`src/rtl/key_press_arbiter_if.sv`:
```
// -----------------------------------------------------------------------------
// key_press_arbiter_if
// Bundles the raw button inputs and the accepted-press outputs of the shared
// debounce controller.
//   key_raw   : raw button levels, 1 = pressed, asynchronous to the clock
//   key_valid : one-cycle pulse per accepted press
//   key_code  : index of the granted key, held until the next grant
//   key_held  : one-hot mark of the accepted key while it is held
//   busy      : controller is qualifying or tracking a key
// The master modport is the button/consumer side; the slave modport is the
// debounce controller itself.
// -----------------------------------------------------------------------------
interface key_press_arbiter_if #(
    parameter int N_KEYS = 4
);
    localparam int CODE_W = $clog2(N_KEYS);

    logic [N_KEYS-1:0] key_raw;
    logic              key_valid;
    logic [CODE_W-1:0] key_code;
    logic [N_KEYS-1:0] key_held;
    logic              busy;

    modport master (
        output key_raw,
        input  key_valid,
        input  key_code,
        input  key_held,
        input  busy
    );

    modport slave (
        input  key_raw,
        output key_valid,
        output key_code,
        output key_held,
        output busy
    );
endinterface

```
`src/rtl/key_press_arbiter.sv`:
```
// -----------------------------------------------------------------------------
// key_press_arbiter
// Shared debounce controller: one settle counter is granted to one raw key at
// a time with round-robin arbitration. A key is accepted only after it stays
// stable for CNT_MAX cycles; release is qualified the same way.
//   clk   : system clock, rising edge
//   rst_n : asynchronous active-low reset
//   bus   : key_press_arbiter_if.slave (key_raw in; key_valid, key_code,
//           key_held, busy out)
// -----------------------------------------------------------------------------
module key_press_arbiter #(
    parameter int N_KEYS  = 4,
    parameter int CNT_MAX = 1_000_000,
    parameter int CNT_W   = 20
) (
    input  logic                 clk,
    input  logic                 rst_n,
    key_press_arbiter_if.slave   bus
);
    localparam int CODE_W = $clog2(N_KEYS);

    localparam logic [1:0] S_IDLE    = 2'd0;
    localparam logic [1:0] S_SETTLE  = 2'd1;
    localparam logic [1:0] S_PRESSED = 2'd2;
    localparam logic [1:0] S_RELEASE = 2'd3;

    localparam logic [CNT_W-1:0] CNT_LAST = CNT_W'(CNT_MAX - 1);

    logic [N_KEYS-1:0] key_sync_p0;
    logic [N_KEYS-1:0] key_s;
    logic [1:0]        state;
    logic [CNT_W-1:0]  cnt;
    logic [CODE_W-1:0] sel;
    logic [CODE_W-1:0] ptr;
    logic              key_valid;
    logic [CODE_W-1:0] key_code;
    logic [N_KEYS-1:0] key_held;
    logic [CODE_W:0]   pick;

    // Round-robin search starting just after the last released key. Scanning
    // the offsets downward lets the nearest requester overwrite farther ones.
    // Result is {found, index}.
    function automatic logic [CODE_W:0] rr_search(
        input logic [N_KEYS-1:0] req,
        input logic [CODE_W-1:0] last
    );
        logic [CODE_W:0]   res;
        logic [CODE_W-1:0] idx;
        res = '0;
        for (int off = N_KEYS; off >= 1; off--) begin
            idx = CODE_W'((int'(last) + off) % N_KEYS);
            if (req[idx]) res = {1'b1, idx};
        end
        return res;
    endfunction

    assign pick = rr_search(key_s, ptr);

    // Stage p0 -> key_s: two-flop synchroniser per raw key bit
    always_ff @(posedge clk or negedge rst_n) begin
        if (!rst_n) begin
            key_sync_p0 <= '0;
            key_s       <= '0;
        end else begin
            key_sync_p0 <= bus.key_raw;
            key_s       <= key_sync_p0;
        end
    end

    // Arbitration / qualification FSM operating on synchronised levels
    always_ff @(posedge clk or negedge rst_n) begin
        if (!rst_n) begin
            state     <= S_IDLE;
            cnt       <= '0;
            sel       <= '0;
            ptr       <= CODE_W'(N_KEYS - 1);
            key_valid <= 1'b0;
            key_code  <= '0;
            key_held  <= '0;
        end else begin
            key_valid <= 1'b0;
            case (state)
                S_IDLE: begin
                    if (pick[CODE_W]) begin
                        sel      <= pick[CODE_W-1:0];
                        key_code <= pick[CODE_W-1:0];
                        cnt      <= '0;
                        state    <= S_SETTLE;
                    end
                end
                S_SETTLE: begin
                    if (!key_s[sel]) begin
                        cnt   <= '0;
                        state <= S_IDLE;
                    end else if (cnt == CNT_LAST) begin
                        state     <= S_PRESSED;
                        key_valid <= 1'b1;
                        key_held  <= N_KEYS'(1) << sel;
                    end else begin
                        cnt <= cnt + CNT_W'(1);
                    end
                end
                S_PRESSED: begin
                    if (!key_s[sel]) begin
                        cnt   <= '0;
                        state <= S_RELEASE;
                    end
                end
                default: begin
                    // A high sample while releasing is a bounce: go back to
                    // PRESSED without a second pulse.
                    if (key_s[sel]) begin
                        cnt   <= '0;
                        state <= S_PRESSED;
                    end else if (cnt == CNT_LAST) begin
                        state    <= S_IDLE;
                        key_held <= '0;
                        ptr      <= sel;
                    end else begin
                        cnt <= cnt + CNT_W'(1);
                    end
                end
            endcase
        end
    end

    assign bus.key_valid = key_valid;
    assign bus.key_code  = key_code;
    assign bus.key_held  = key_held;
    assign bus.busy      = (state != S_IDLE);

endmodule

```
`src/flat_wrapper.sv`:
```
// flat-port wrapper written by rule: the top's interface ports become plain ports
module key_press_arbiter_flat 
#(
    parameter int N_KEYS  = 4,
    parameter int CNT_MAX = 1_000_000,
    parameter int CNT_W   = 20
)
  (clk, rst_n, bus_key_raw, bus_key_valid, bus_key_code, bus_key_held, bus_busy);
  key_press_arbiter_if #(.N_KEYS(N_KEYS)) bus_i ();
  input  logic clk;
  input  logic rst_n;
  input wire logic [$bits(bus_i.key_raw)-1:0] bus_key_raw;
  output wire logic [$bits(bus_i.key_valid)-1:0] bus_key_valid;
  output wire logic [$bits(bus_i.key_code)-1:0] bus_key_code;
  output wire logic [$bits(bus_i.key_held)-1:0] bus_key_held;
  output wire logic [$bits(bus_i.busy)-1:0] bus_busy;
  assign bus_i.key_raw = bus_key_raw;
  assign bus_key_valid = bus_i.key_valid;
  assign bus_key_code = bus_i.key_code;
  assign bus_key_held = bus_i.key_held;
  assign bus_busy = bus_i.busy;
  key_press_arbiter #(.N_KEYS(N_KEYS), .CNT_MAX(CNT_MAX), .CNT_W(CNT_W)) u_core (.clk(clk), .rst_n(rst_n), .bus(bus_i));
endmodule
```
`config.mk`:
```
export PLATFORM = sky130hd
export DESIGN_NAME = key_press_arbiter_flat
export DESIGN_NICKNAME = d
export VERILOG_FILES = /design/src/rtl/key_press_arbiter_if.sv /design/src/rtl/key_press_arbiter.sv /design/src/flat_wrapper.sv
export SDC_FILE = /design/constraint.sdc
export NUM_CORES = 1
export LEC_CHECK = 0
export ABC_AREA = 0
export CORE_UTILIZATION = 52
export CTS_CLUSTER_DIAMETER = 200
export CTS_CLUSTER_SIZE = 20
export DETAILED_ROUTE_END_ITERATION = 6
export GPL_ROUTABILITY_DRIVEN = 0
export PLACE_DENSITY = 0.73
export SETUP_SLACK_MARGIN = 0.1
export SLEW_MARGIN = 25
export SYNTH_ARGS = -nofsm -noshare
export SYNTH_HDL_FRONTEND = slang
export SYNTH_SLANG_ARGS = --single-unit
```
`constraint.sdc`:
```
create_clock -name clk -period 2 [get_ports clk]
set_input_delay 0.4 -clock clk [delete_from_list [all_inputs] [get_ports clk]]
set_output_delay 0.4 -clock clk [all_outputs]
set_load 0.03 [all_outputs]
```
==> flow_summary.toml <==
[global_routing]
antenna_found_initial = 0
grtUsageTotal_pct = 30.1
gr-total-overflow = 0
grt_pass1_wl_um = 9190
grt_pass1_vias = 1931
grt_max_degree = 22

[yosys]
syn_area_per_cell_um2 = 10.1
synth_edf_count = 0
ys_warn_count = 0
syn-instance-count = 198
async_reset_ff_share_pct = 100
ys.flop_type = "dfrtp_1"
netlist_area_um2 = 2000
ys_seq_area_share_pct = 48.9
ys_seq_elements = 39
synth_nets = 205
synthDistinctLibCells = 44

[pwr]
power_density_nw_per_um2 = 1180
power_mw = 3.50
switching_share_pct = 39.4
combPwrFrac_pct = 52.8
power_leakage_nw = 1.27
power_switching_mw = 1.38
seqPwrFrac_pct = 27.3
clkPwrFrac_pct = 19.9
irDropWorstVdd_uv = 803
p_int_mw = 2.12

[critical_path]
crit_family = "simple AND/OR/NAND/NOR gates"
path_class = "reg -> reg"
required_ns = 2.25
path_buf_inv = 0
cp_max_fo = 5
cp_slowest_stage_delay_ns = 0.57
r2r-start = "u_core.key_s[3]"
arrival_ns = 2.51
cpMaxStageDelayCell = "or4_1"
crit_start = "u_core.key_s[3]"
critPathCaptureType = "flop"
path_cells = "mux4_2 > mux2i_1 > or2_4 > or4_1 > nand2_1"
startpoint_type = "flop"

[timing]
hold_violations = 0
period_share_pct = 113
final.min_clock_period_ns = 2.26
tightest_slew_ns = 0.448
finClkSkew_ns = 0.0145
relSlewSlack_pct = 70.2
rsz0062_at_grt = "yes"
finalSetupViolCount = 22
final-max-slew-violation-count = 0
fmax_mhz = 442
setup_slack_ns = -0.261

[routing]
num_vias = 2000
finalWirelength_um = 6350
drt_iter0_drc = 281
ant_nets = 0
drcViolationCount = 0
firstDrtPassIters = 5
vias_per_cell = 6.39
wl_per_cell_um = 20.3

[die]
io_pins = 14
die_h_um = 64.0
num_rows = 22
start_util_pct = 54.2
die-area_um2 = 4100
core-area_um2 = 3690
die_x_um = 64.0

[clock_tree]
cts_max_path_buffers = 2
clk_pin_slew_ns = 0.09
cts.sinks = 39
hold_buffers = 0
cts_made_buffers = 5
cts_tree = "built"
clk_latency_ns = 0.31
ctsHtreeMaxLevel = 2
root_buffer = "clkbuf_8"

[run_status]
violations = "setup timing"
status = "complete, but fails checks"

[cells_and_area]
diodes = 0
fillers = 196
fin_area_um2 = 2970
area_delta_synth_final_pct = 48.2
final_util_pct = 80.4
drive_gt1_share_pct = 43.4
layout.nets = 271

[placed_design]
io_buffers = 13
dp_hpwl_um = 3200
placed_cell_area_um2 = 2460

[worst_hold_path]
worst_hold_path_type = "in -> async"

[flow_run]
drv_cap = 0
==> synthesized netlist by cell type (2+ instances only) <==
master	n	area share (%)
or2_1	2	0.63
nand4_1	5	1.6
o31ai_1	3	1.1
o2111ai_1	2	0.88
o21ai_0	4	1.0
buf_2	4	1.0
xnor2_1	2	0.88
and4_1	2	0.88
nor3b_1	2	0.75
mux2_1	7	3.9
xor2_1	5	2.2
a21oi_1	6	1.5
nor2b_1	2	0.63
a222oi_1	2	1.0
nand3_1	7	1.8
mux2i_1	2	1.0
dfrtp_1	37	46
nor2_1	14	2.6
inv_1	8	1.5
nor4_1	2	0.63
a21o_1	2	0.75
or4_1	8	3.0
clkbuf_1	3	0.56
o211ai_1	5	1.9
o22ai_1	2	0.63
and2_1	2	0.63
and3_1	4	1.3
nand2_1	18	3.4
or3_1	2	0.63
o21ai_1	5	1.3
dfstp_2	2	2.6
mux2_2	2	1.1
nor4b_1	3	1.3
o2bb2ai_1	4	1.8
nor3_1	8	2.0
and3b_1	2	0.88
==> cell families (layout without fill, tap and decap cells) <==
family | after synthesis | in the layout | synth area share [%]
buffers and inverters | 17 | 83 | 4.00
AND/OR/NAND/NOR | 85 | 86 | 23.3
AO/OA/AOI/OAI | 36 | 36 | 12.1
XOR/XNOR | 7 | 7 | 3.06
flip-flops | 39 | 39 | 48.9
multiplexers | 13 | 13 | 7.94
adder cells (fa/ha/maj) | 1 | 1 | 0.625
==> state kept, by name (all words and copies together) (netlist names), named ones only <==
signal,count
u_core.cnt,20
u_core.ptr,2
u_core.bus.key_valid,1
u_core.sel,2
u_core.key_s,4
u_core.bus.key_held,4
u_core.state,1
u_core.key_sync_p0,4
==> placed cells by master, fill, tap and decap left out, types with 3 or more instances in the layout <==
master,count
and3_1,4
o211ai_1,5
nand4_1,5
o21ai_1,3
xor2_1,4
clkdlybuf4s50_1,9
inv_1,8
dfrtp_2,6
a21oi_1,4
o2bb2ai_1,3
dfrtp_1,31
nor2_1,13
buf_4,42
nand3_1,4
nor3_2,3
or2_4,3
mux2_4,8
dlygate4sd2_1,3
buf_6,9
o21ai_2,3
nand2_1,15
or4_1,4
nor3_1,4
or4_4,4
clkbuf_8,5
==> metrics by stage <==
stage | setup TNS (ns) | hold WS (ns) | setup WS [ns] | cells
2_1_floorplan | -0.951 | 0.104 | -0.234 | 198
3_3_place_gp | -0.259 | 0.332 | -0.0666 | 284
3_5_place_dp | -0.643 | 0.336 | -0.123 | 284
4_1_cts | -0.462 | 0.0364 | -0.0892 | 304
5_1_grt | -2.52 | 0.0640 | -0.264 | 313
6_report | -1.50 | 0.0253 | -0.261 | 313
==> power groups by stage <==
| stage | logic (mW) | registers, mW | clock network, mW |
|---|---|---|---|
| 2_1_floorplan | 0.830 | 0.956 | 0 |
| 3_3_place_gp | 1.21 | 0.950 | 0 |
| 3_5_place_dp | 1.25 | 0.957 | 0 |
| 4_1_cts | 1.59 | 0.941 | 0.695 |
| 5_1_grt | 1.94 | 0.967 | 0.730 |
| 6_report | 1.85 | 0.957 | 0.697 |
==> routing by layer <==
metal	share of wire, %	GRT usage, %
met4	3.3	16.2
met3	8.0	6.43
met5	0	0
met1	40	38.0
met2	49	48.0
==> timing repair <==
| action | CTS | global route |
|---|---|---|
| resized for setup | 27 | 31 |
| setup buffers | 18 | 8 |
| setup endpoints to repair | 26 | 27 |
| hold endpoints to repair | 0 | 0 |
| cloned | 3 | 1 |
| pin swaps | 7 | 8 |
==> area by class of cell <==
class	instances	area, um2	area share (%)
Tap cell	48	60.1	2.03
Timing Repair Buffer	67	601	20.3
Clock inverter	3	46.3	1.56
Clock buffer	5	68.8	2.32
Sequential cell	39	986	33.2
Multi-Input combinational cell	143	1170	39.6
Inverter	8	30.0	1.01
==> worst paths after layout <==
path,to,slack [ns],cells after the start
worst max register to register,u_core.cnt[2],-0.26,5
min in group clk,u_core.key_s[2],0.35,0
worst max-delay path,u_core.cnt[2],-0.26,5
max in group asynchronous,u_core.cnt[8],1.50,2
worst min register to register,u_core.key_s[2],0.35,0
worst min-delay path,u_core.bus.key_held[0],0.03,1
Note: power is estimated with default switching activity, not from simulation.
